<file path="config.mk">
export PLATFORM = sky130hd
export DESIGN_NAME = cpu_bus_master_flat
export DESIGN_NICKNAME = d
export VERILOG_FILES = /design/src/rtl/cpu_bus_master_if.sv /design/src/rtl/cpu_bus_master.sv /design/src/flat_wrapper.sv
export SDC_FILE = /design/constraint.sdc
export NUM_CORES = 1
export LEC_CHECK = 0
export BUFFER_PORTS_ARGS = -buffer_cell sky130_fd_sc_hd__buf_2
export CELL_PAD_IN_SITES_DETAIL_PLACEMENT = 0
export CELL_PAD_IN_SITES_GLOBAL_PLACEMENT = 1
export CORE_ASPECT_RATIO = 0.9
export CORE_UTILIZATION = 38
export CTS_CLUSTER_DIAMETER = 150
export DETAILED_ROUTE_END_ITERATION = 10
export GPL_ROUTABILITY_DRIVEN = 0
export PLACE_DENSITY = 0.84
export SYNTH_ARGS = -nofsm -noshare
export SYNTH_HDL_FRONTEND = slang
export SYNTH_SLANG_ARGS = --single-unit
export TNS_END_PERCENT = 30
</file>
<file path="constraint.sdc">
create_clock -name clk -period 2.61 [get_ports clk]
set_input_delay 0.1305 -clock clk [delete_from_list [all_inputs] [get_ports clk]]
set_output_delay 0.1305 -clock clk [all_outputs]
set_load 0.02 [all_outputs]
</file>
<file path="src/rtl/cpu_bus_master_if.sv">
// Command/response stream plus cartridge CPU bus pins for the Famicom-side bus master.
// master: the bus master itself; slave: the command source and the cartridge side.
interface cpu_bus_master_if;
  logic        cmd_valid;
  logic        cmd_ready;
  logic        cmd_rw;
  logic [15:0] cmd_addr;
  logic [7:0]  cmd_wdata;
  logic        rsp_valid;
  logic [7:0]  rsp_rdata;
  logic        m2;
  logic        romsel;
  logic        cpu_rw;
  logic [14:0] cpu_addr;
  logic [7:0]  cpu_data_out;
  logic        cpu_data_oe;
  logic [7:0]  cpu_data_in;
  logic [31:0] cycle_count;

  modport master (
    input  cmd_valid, cmd_rw, cmd_addr, cmd_wdata, cpu_data_in,
    output cmd_ready, rsp_valid, rsp_rdata, m2, romsel, cpu_rw, cpu_addr,
           cpu_data_out, cpu_data_oe, cycle_count
  );

  modport slave (
    output cmd_valid, cmd_rw, cmd_addr, cmd_wdata, cpu_data_in,
    input  cmd_ready, rsp_valid, rsp_rdata, m2, romsel, cpu_rw, cpu_addr,
           cpu_data_out, cpu_data_oe, cycle_count
  );
endinterface

</file>
<file path="src/rtl/cpu_bus_master.sv">
// Famicom-side CPU bus initiator: turns a valid/ready command stream into continuous
// M2 cycles (idle reads when no command), with every bus output registered.
module cpu_bus_master #(
  parameter int unsigned HALF_CLKS = 3,
  parameter logic [15:0] IDLE_ADDR = 16'h0000
) (
  input  logic             clk,
  input  logic             reset_n,
  cpu_bus_master_if.master bus
);
  localparam logic [8:0] HALF_PH = 9'(HALF_CLKS);
  localparam logic [8:0] LAST_PH = 9'(2 * HALF_CLKS - 1);

  logic [8:0]  ph_q, ph_d;
  logic        rw_q, rw_d;
  logic [15:0] addr_q, addr_d;
  logic [7:0]  wdata_q, wdata_d;
  logic        active_q, active_d;
  logic        m2_q, m2_d;
  logic        romsel_q, romsel_d;
  logic        oe_q, oe_d;
  logic        cmd_ready_q, cmd_ready_d;
  logic        rsp_valid_q, rsp_valid_d;
  logic [7:0]  rsp_rdata_q, rsp_rdata_d;
  logic [31:0] cycle_count_q, cycle_count_d;
  logic        wrap;
  logic        accept;

  always_comb begin
    wrap          = (ph_q == LAST_PH);
    accept        = wrap & bus.cmd_valid & cmd_ready_q;
    ph_d          = wrap ? 9'd0 : ph_q + 9'd1;
    rw_d          = rw_q;
    addr_d        = addr_q;
    wdata_d       = wdata_q;
    active_d      = active_q;
    cycle_count_d = cycle_count_q;
    rsp_valid_d   = 1'b0;
    rsp_rdata_d   = rsp_rdata_q;

    // Cycle boundary: load the accepted command or fall back to an idle read.
    if (wrap) begin
      cycle_count_d = cycle_count_q + 32'd1;
      if (accept) begin
        rw_d     = bus.cmd_rw;
        addr_d   = bus.cmd_addr;
        active_d = 1'b1;
        if (!bus.cmd_rw) wdata_d = bus.cmd_wdata;
      end else begin
        rw_d     = 1'b1;
        addr_d   = IDLE_ADDR;
        active_d = 1'b0;
      end
      // Last m2-high clk: capture read data on the same edge m2 falls.
      if (active_q && rw_q) begin
        rsp_valid_d = 1'b1;
        rsp_rdata_d = bus.cpu_data_in;
      end
    end

    // Decode from next-state values so pins move on the same edge as m2.
    m2_d        = (ph_d >= HALF_PH);
    romsel_d    = ~(m2_d & active_d & addr_d[15]);
    oe_d        = m2_d & active_d & ~rw_d;
    cmd_ready_d = (ph_d == LAST_PH);
  end

  always_ff @(posedge clk) begin
    if (!reset_n) begin
      ph_q          <= 9'd0;
      rw_q          <= 1'b1;
      addr_q        <= IDLE_ADDR;
      wdata_q       <= 8'd0;
      active_q      <= 1'b0;
      m2_q          <= 1'b0;
      romsel_q      <= 1'b1;
      oe_q          <= 1'b0;
      cmd_ready_q   <= 1'b0;
      rsp_valid_q   <= 1'b0;
      rsp_rdata_q   <= 8'd0;
      cycle_count_q <= 32'd0;
    end else begin
      ph_q          <= ph_d;
      rw_q          <= rw_d;
      addr_q        <= addr_d;
      wdata_q       <= wdata_d;
      active_q      <= active_d;
      m2_q          <= m2_d;
      romsel_q      <= romsel_d;
      oe_q          <= oe_d;
      cmd_ready_q   <= cmd_ready_d;
      rsp_valid_q   <= rsp_valid_d;
      rsp_rdata_q   <= rsp_rdata_d;
      cycle_count_q <= cycle_count_d;
    end
  end

  assign bus.cmd_ready    = cmd_ready_q;
  assign bus.rsp_valid    = rsp_valid_q;
  assign bus.rsp_rdata    = rsp_rdata_q;
  assign bus.m2           = m2_q;
  assign bus.romsel       = romsel_q;
  assign bus.cpu_rw       = rw_q;
  assign bus.cpu_addr     = addr_q[14:0];
  assign bus.cpu_data_out = wdata_q;
  assign bus.cpu_data_oe  = oe_q;
  assign bus.cycle_count  = cycle_count_q;
endmodule

</file>
<file path="src/flat_wrapper.sv">
// flat-port wrapper written by rule: the top's interface ports become plain ports
module cpu_bus_master_flat 
#(
  parameter int unsigned HALF_CLKS = 3,
  parameter logic [15:0] IDLE_ADDR = 16'h0000
)
  (clk, reset_n, bus_cmd_valid, bus_cmd_rw, bus_cmd_addr, bus_cmd_wdata, bus_cpu_data_in, bus_cmd_ready, bus_rsp_valid, bus_rsp_rdata, bus_m2, bus_romsel, bus_cpu_rw, bus_cpu_addr, bus_cpu_data_out, bus_cpu_data_oe, bus_cycle_count);
  cpu_bus_master_if bus_i ();
  input  logic clk;
  input  logic reset_n;
  input wire logic [$bits(bus_i.cmd_valid)-1:0] bus_cmd_valid;
  input wire logic [$bits(bus_i.cmd_rw)-1:0] bus_cmd_rw;
  input wire logic [$bits(bus_i.cmd_addr)-1:0] bus_cmd_addr;
  input wire logic [$bits(bus_i.cmd_wdata)-1:0] bus_cmd_wdata;
  input wire logic [$bits(bus_i.cpu_data_in)-1:0] bus_cpu_data_in;
  output wire logic [$bits(bus_i.cmd_ready)-1:0] bus_cmd_ready;
  output wire logic [$bits(bus_i.rsp_valid)-1:0] bus_rsp_valid;
  output wire logic [$bits(bus_i.rsp_rdata)-1:0] bus_rsp_rdata;
  output wire logic [$bits(bus_i.m2)-1:0] bus_m2;
  output wire logic [$bits(bus_i.romsel)-1:0] bus_romsel;
  output wire logic [$bits(bus_i.cpu_rw)-1:0] bus_cpu_rw;
  output wire logic [$bits(bus_i.cpu_addr)-1:0] bus_cpu_addr;
  output wire logic [$bits(bus_i.cpu_data_out)-1:0] bus_cpu_data_out;
  output wire logic [$bits(bus_i.cpu_data_oe)-1:0] bus_cpu_data_oe;
  output wire logic [$bits(bus_i.cycle_count)-1:0] bus_cycle_count;
  assign bus_i.cmd_valid = bus_cmd_valid;
  assign bus_i.cmd_rw = bus_cmd_rw;
  assign bus_i.cmd_addr = bus_cmd_addr;
  assign bus_i.cmd_wdata = bus_cmd_wdata;
  assign bus_i.cpu_data_in = bus_cpu_data_in;
  assign bus_cmd_ready = bus_i.cmd_ready;
  assign bus_rsp_valid = bus_i.rsp_valid;
  assign bus_rsp_rdata = bus_i.rsp_rdata;
  assign bus_m2 = bus_i.m2;
  assign bus_romsel = bus_i.romsel;
  assign bus_cpu_rw = bus_i.cpu_rw;
  assign bus_cpu_addr = bus_i.cpu_addr;
  assign bus_cpu_data_out = bus_i.cpu_data_out;
  assign bus_cpu_data_oe = bus_i.cpu_data_oe;
  assign bus_cycle_count = bus_i.cycle_count;
  cpu_bus_master #(.HALF_CLKS(HALF_CLKS), .IDLE_ADDR(IDLE_ADDR)) u_core (.clk(clk), .reset_n(reset_n), .bus(bus_i));
endmodule
</file>
## Word level (Yosys, flattened, before mapping)

Index checks and enable logic that the tools add are counted.

- $add $sub $neg: 2
- Order comparisons: 1
- Eq/ne operators: 2
- Multiplexer cells: 8
- Bitwise logic cells: 8
- Reductions and logical operators: 4

Operator list:

| kind | number |
|---|---|
| adder 32 x 1 -> 32 bit (second input constant) | 1 |
| two-way mux 16 bit | 2 |
| equality test 9 x 3 -> 1 bit (second input constant) | 2 |
| adder 9 x 1 -> 9 bit (second input constant) | 1 |
| >= comparator 9 x 2 -> 1 bit (second input constant) | 1 |
| two-way mux 9 bit | 1 |
| bitwise AND 1 bit | 5 |
| two-way mux 1 bit | 5 |
| AND reduction 2 bit | 2 |
| inverter 1 bit | 3 |
| AND reduction 3 bit | 1 |
| logical AND 1 bit | 1 |

- Flip-flop bits (word level): 80
- Input bits: 36
- Output and inout bits: 69
- Word-level logic and storage cells: 38

## Depth between registers and ports, before layout

- Word-level depth: 8
- Depth in mapped cells: 7
- Depth with buffers taken out: 6

## Worst setup path before layout

Ideal clock, no wire load.

- Path kind: reg-to-reg
- From: reg u_core.ph_q[1]
- To: reg u_core.wdata_q[0] (netlist: u_core.bus.cpu_data_out[0])
- Library setup time: 128 ps
- Arrival: 1,922 ps
- Data required time: 2,482 ps
- Slack: 560 ps
- Cell stages (with the launch flop): 8
- Period minus slack after synthesis: 2,050 ps
- Cells stage by stage: dfxtp_1 inv_1 ha_1 or4b_4 or4_4 buf_6 mux2i_1 nor2_1

- Cells in the longest elaborated chain, start to end: 4

RTL lines:

| item | RTL line | source |
|---|---|---|
| from (decl) | cpu_bus_master.sv:14 | `logic [8:0] ph_q, ph_d;` |
| from (signal assigned) | cpu_bus_master.sv:83 | `ph_q <= ph_d;` |
| equality test 9 x 3 -> 1 bit (*) | cpu_bus_master.sv:30 | `wrap = (ph_q == LAST_PH);` |
| bitwise AND 1 bit (2 in a row) | cpu_bus_master.sv:31 | `accept = wrap & bus.cmd_valid & cmd_ready_q;` |
| AND reduction 3 bit (no line) (*) | - |  |
| to (signal assigned) | cpu_bus_master.sv:86 | `wdata_q <= wdata_d;` |
| to (decl) | cpu_bus_master.sv:17 | `logic [7:0] wdata_q, wdata_d;` |

Mark *: on every way between the ends. The rest lies on a longest branch, timed or not.
A chain may end at the register's enable or synchronous reset.

## Worst setup path after layout

- From: reg u_core.ph_q[0]
- To: reg u_core.wdata_q[4] (netlist: u_core.bus.cpu_data_out[4])

The elaborated chain is that of the path after synthesis.

==> impl_metrics.tcl <==
set metrics [dict create \
    cp.arrival_ps 2580 \
    hold_ws_ps 12.2 \
    wl_um 8780 \
    reg2reg_slack_ps 270 \
    worstPathMaxFanout 11 \
    rows 33 \
    synth_cell_types 44 \
    worst_pin_slew_ps 1130 \
    tns_ps 0 \
    synth_edf_count 0 \
    tritoncts "built" \
    vdd_drop_max_uv 328 \
    start_kind "flip-flop" \
    cts_resized 0 \
    max_cap_viol_count 0 \
    min_period_over_period_pct 89.7 \
    p_seq_share_pct 54.0 \
    ys.warnings.count 0 \
    setup_violations 0 \
    hold_path.class "in -> reg" \
    grt_pass1_vias 3063 \
    insertion_delay_ps 360 \
    die_y_um 94.8 \
    r2r.worst_path.cells 5 \
    grt_first_pass_wirelength_um 14300 \
    dp_hpwl_um 5830 \
    multi_input_area_um2 1790 \
    min_to "u_core.bus.rsp_rdata[3]" \
    synth-seq-cells 80 \
    worstSetupEndpointType "flip-flop" \
    synthCells 395 \
    p_clk_share_pct 39.3 \
    total_power_w 0.00229 \
    grt_overflow_total 0 \
    fp.dieW_um 105 \
    ant_nets 0 \
    start_util_pct 39.5 \
    fp.coreArea_um2 9210 \
    h-tree-depth 3 \
    syn-cell-area_um2 3630 \
    postCtsSetupBuffers 0 \
    syn_nets 434 \
    clk_path_buf_depth 2 \
    avgSynthCellArea_um2 9.20 \
    critical_path_class "reg -> reg" \
    dp.cells 591 \
    swShare_pct 26.7 \
    final_area_um2 4610 \
    fill_cells 851 \
    wl_per_cell_um 13.9 \
    post_dp_cell_area_um2 4160 \
    yosysSeqAreaShare_pct 44.1 \
    final_nets 545 \
    p_leak_nw 1.94 \
    hold_path_startpoint "bus_cpu_data_in[3]" \
    async_flop_share_pct 0 \
    clock-root-buffer "clkbuf_8" \
    cts.sinks 80 \
    relSlewSlack_pct 24.5 \
    post-route-min-period_ps 2340 \
    finalNonFillerCells 633 \
    area_growth_pct 26.9 \
    r2r_end "u_core.bus.cpu_data_out[4]" \
    layout-drive-gt1-share_pct 27.2 \
    rsz0062_at_grt "no" \
    drtPass1Iterations 4 \
    report.final.slew_viol_count 0 \
    finClkSkew_ps 13.2 \
    max_freq_ghz 0.427 \
    cp.required_ps 2850 \
    portBuffers 104 \
    r2r_start "u_core.ph_q[0]" \
    cts_buffers 9 \
    cts.clk_slew.worst_paths_ps 100 \
    p_comb_share_pct 6.7 \
    drc 0 \
    grt_max_degree 43 \
    hold_violations 0 \
    die_area_um2 9960 \
    internal-power_w 0.00168 \
    power-per-cell-area_nw_per_um2 497 \
    vias 3302 \
    outcome "finished, final reports clean" \
    drt_iter0_markers 159 \
    n_antenna_cell 0 \
    viasPerCell 5.22 \
    synth_ff_type "dfxtp_1" \
    ios 105 \
    antenna_found_initial 0 \
    grt_use_total_pct 18.0 \
    seqCellArea_um2 1600 \
    p_sw_w 0.000612 \
    min_path_cells 3 \
]
-- worst max-delay path, stage by stage, from the launching register on --
cell	delay, ps
dfxtp_1	520
ha_1	260
or4b_4	530
or4_4	640
mux2i_1	220
nor2_1	60
-- cells by family after synthesis --
logic type,after synthesis,share of synthesized area (%)
AO/OA/AOI/OAI,53,9.92
XOR/XNOR,13,3.13
adder cells (fa/ha/maj),3,1.03
buffers and inverters,46,6.85
flip-flops,80,44.1
multiplexers,30,8.26
AND/OR/NAND/NOR,170,26.7
-- state kept, by name (all words and copies together), names as in the netlist --
signal	count
u_core.ph_q	9
u_core.addr_q	16
u_core.bus.cycle_count	32
u_core.bus.cmd_ready	1
u_core.bus.rsp_rdata	8
u_core.active_q	1
u_core.bus.romsel	1
u_core.bus.m2	1
u_core.bus.cpu_data_oe	1
u_core.bus.cpu_rw	1
u_core.bus.rsp_valid	1
u_core.bus.cpu_data_out	8
-- stage by stage --
stage	util, %	setup slack, ps
floorplan	-	560
global placement	45.1	380
detailed placement	45.1	305
CTS	50.0	285
global route	50.1	117
finish	50.1	270
-- how the worst max path moves through the flow --
stage / startpoint / to / slack [ps] / cells after the start
after floorplan: u_core.ph_q[1] / u_core.bus.cpu_data_out[0] / 560 / 7
after global placement: u_core.ph_q[0] / u_core.bus.cpu_data_out[2] / 380 / 5
after detailed placement: u_core.ph_q[0] / u_core.bus.cpu_data_out[4] / 310 / 5
after CTS: u_core.ph_q[1] / u_core.bus.cmd_ready / 290 / 6
after global routing: u_core.ph_q[1] / u_core.bus.cmd_ready / 120 / 6
final: u_core.ph_q[0] / u_core.bus.cpu_data_out[4] / 270 / 5
-- cells in the mapped netlist, drive strengths merged, types with 2 or more instances --
cell type	count	area [um^2]
nor2	35	134
nand3	17	85.1
inv	6	22.5
nand4b	2	17.5
a31oi	2	12.5
or3	4	25.0
xnor2	9	78.8
ha	3	37.5
nor4	14	87.6
o31ai	8	60.1
mux2i	30	300
a22o	15	131
nand2b	14	87.6
buf	22	159
clkbuf	17	63.8
or4b	2	27.5
nand2	35	134
dfxtp	80	1600
nor3	5	36.3
or4	9	71.3
and4	5	43.8
and2	2	12.5
nor4b	4	65.1
xor2	4	35.0
nand4	14	87.6
and3	6	37.5
o21ai	7	35.0
a21oi	16	80.1
-- final cells by class --
type,instances,area share (%)
Multi-Input combinational cell,269,38.8
Sequential cell,80,34.7
Timing Repair Buffer,139,18.4
Tap cell,122,3.31
Clock buffer,9,2.69
Clock inverter,7,1.52
Inverter,7,0.570
-- power by group through the flow --
stage / sequential (W) / clock, W / combinational [W]
6_report: 0.00124 / 0.000899 / 0.000153
5_1_grt: 0.00124 / 0.000981 / 0.000168
4_1_cts: 0.00124 / 0.000933 / 0.000152
3_5_place_dp: 0.00127 / 0 / 0.000124
3_3_place_gp: 0.00127 / 0 / 0.000121
2_1_floorplan: 0.00127 / 0 / 0.0000717
-- layout by cell type, fill, tap and decap left out, drive strengths merged --
cell         count
or4              9
nand4b           2
and2             2
a21oi           16
nand2           35
and4             5
nor4            14
o41ai            1
a22o            15
nand3           17
ha               3
clkinv           2
clkinvlp         1
and3             6
xor2             4
a31o             1
o211ai           1
clkbuf           9
dfxtp           80
or3              4
a211oi           1
o21ai            7
inv             11
o31ai            8
o2111ai          1
a31oi            2
nand2b          14
xnor2            9
and4b            1
dlygate4sd3     26
mux2i           30
nor3             5
nor4b            4
and3b            1
or4b             2
nor2            35
nand4           14
buf            113
-- metal layers --
metal	GRT usage [%]	routed length, um	vias up
li1	-	-	1636
met1	22.6	4110	1541
met2	29.0	4000	116
met3	6.00	571	9
met4	5.87	89	0
met5	0	0	-
-- repair_timing --
item / CTS / global route
setup endpoints to repair: 0 / 0
hold buffers: 25 / 1
endpoints found under the hold margin: 25 / 1
Note: power is estimated with default switching activity, not from simulation.
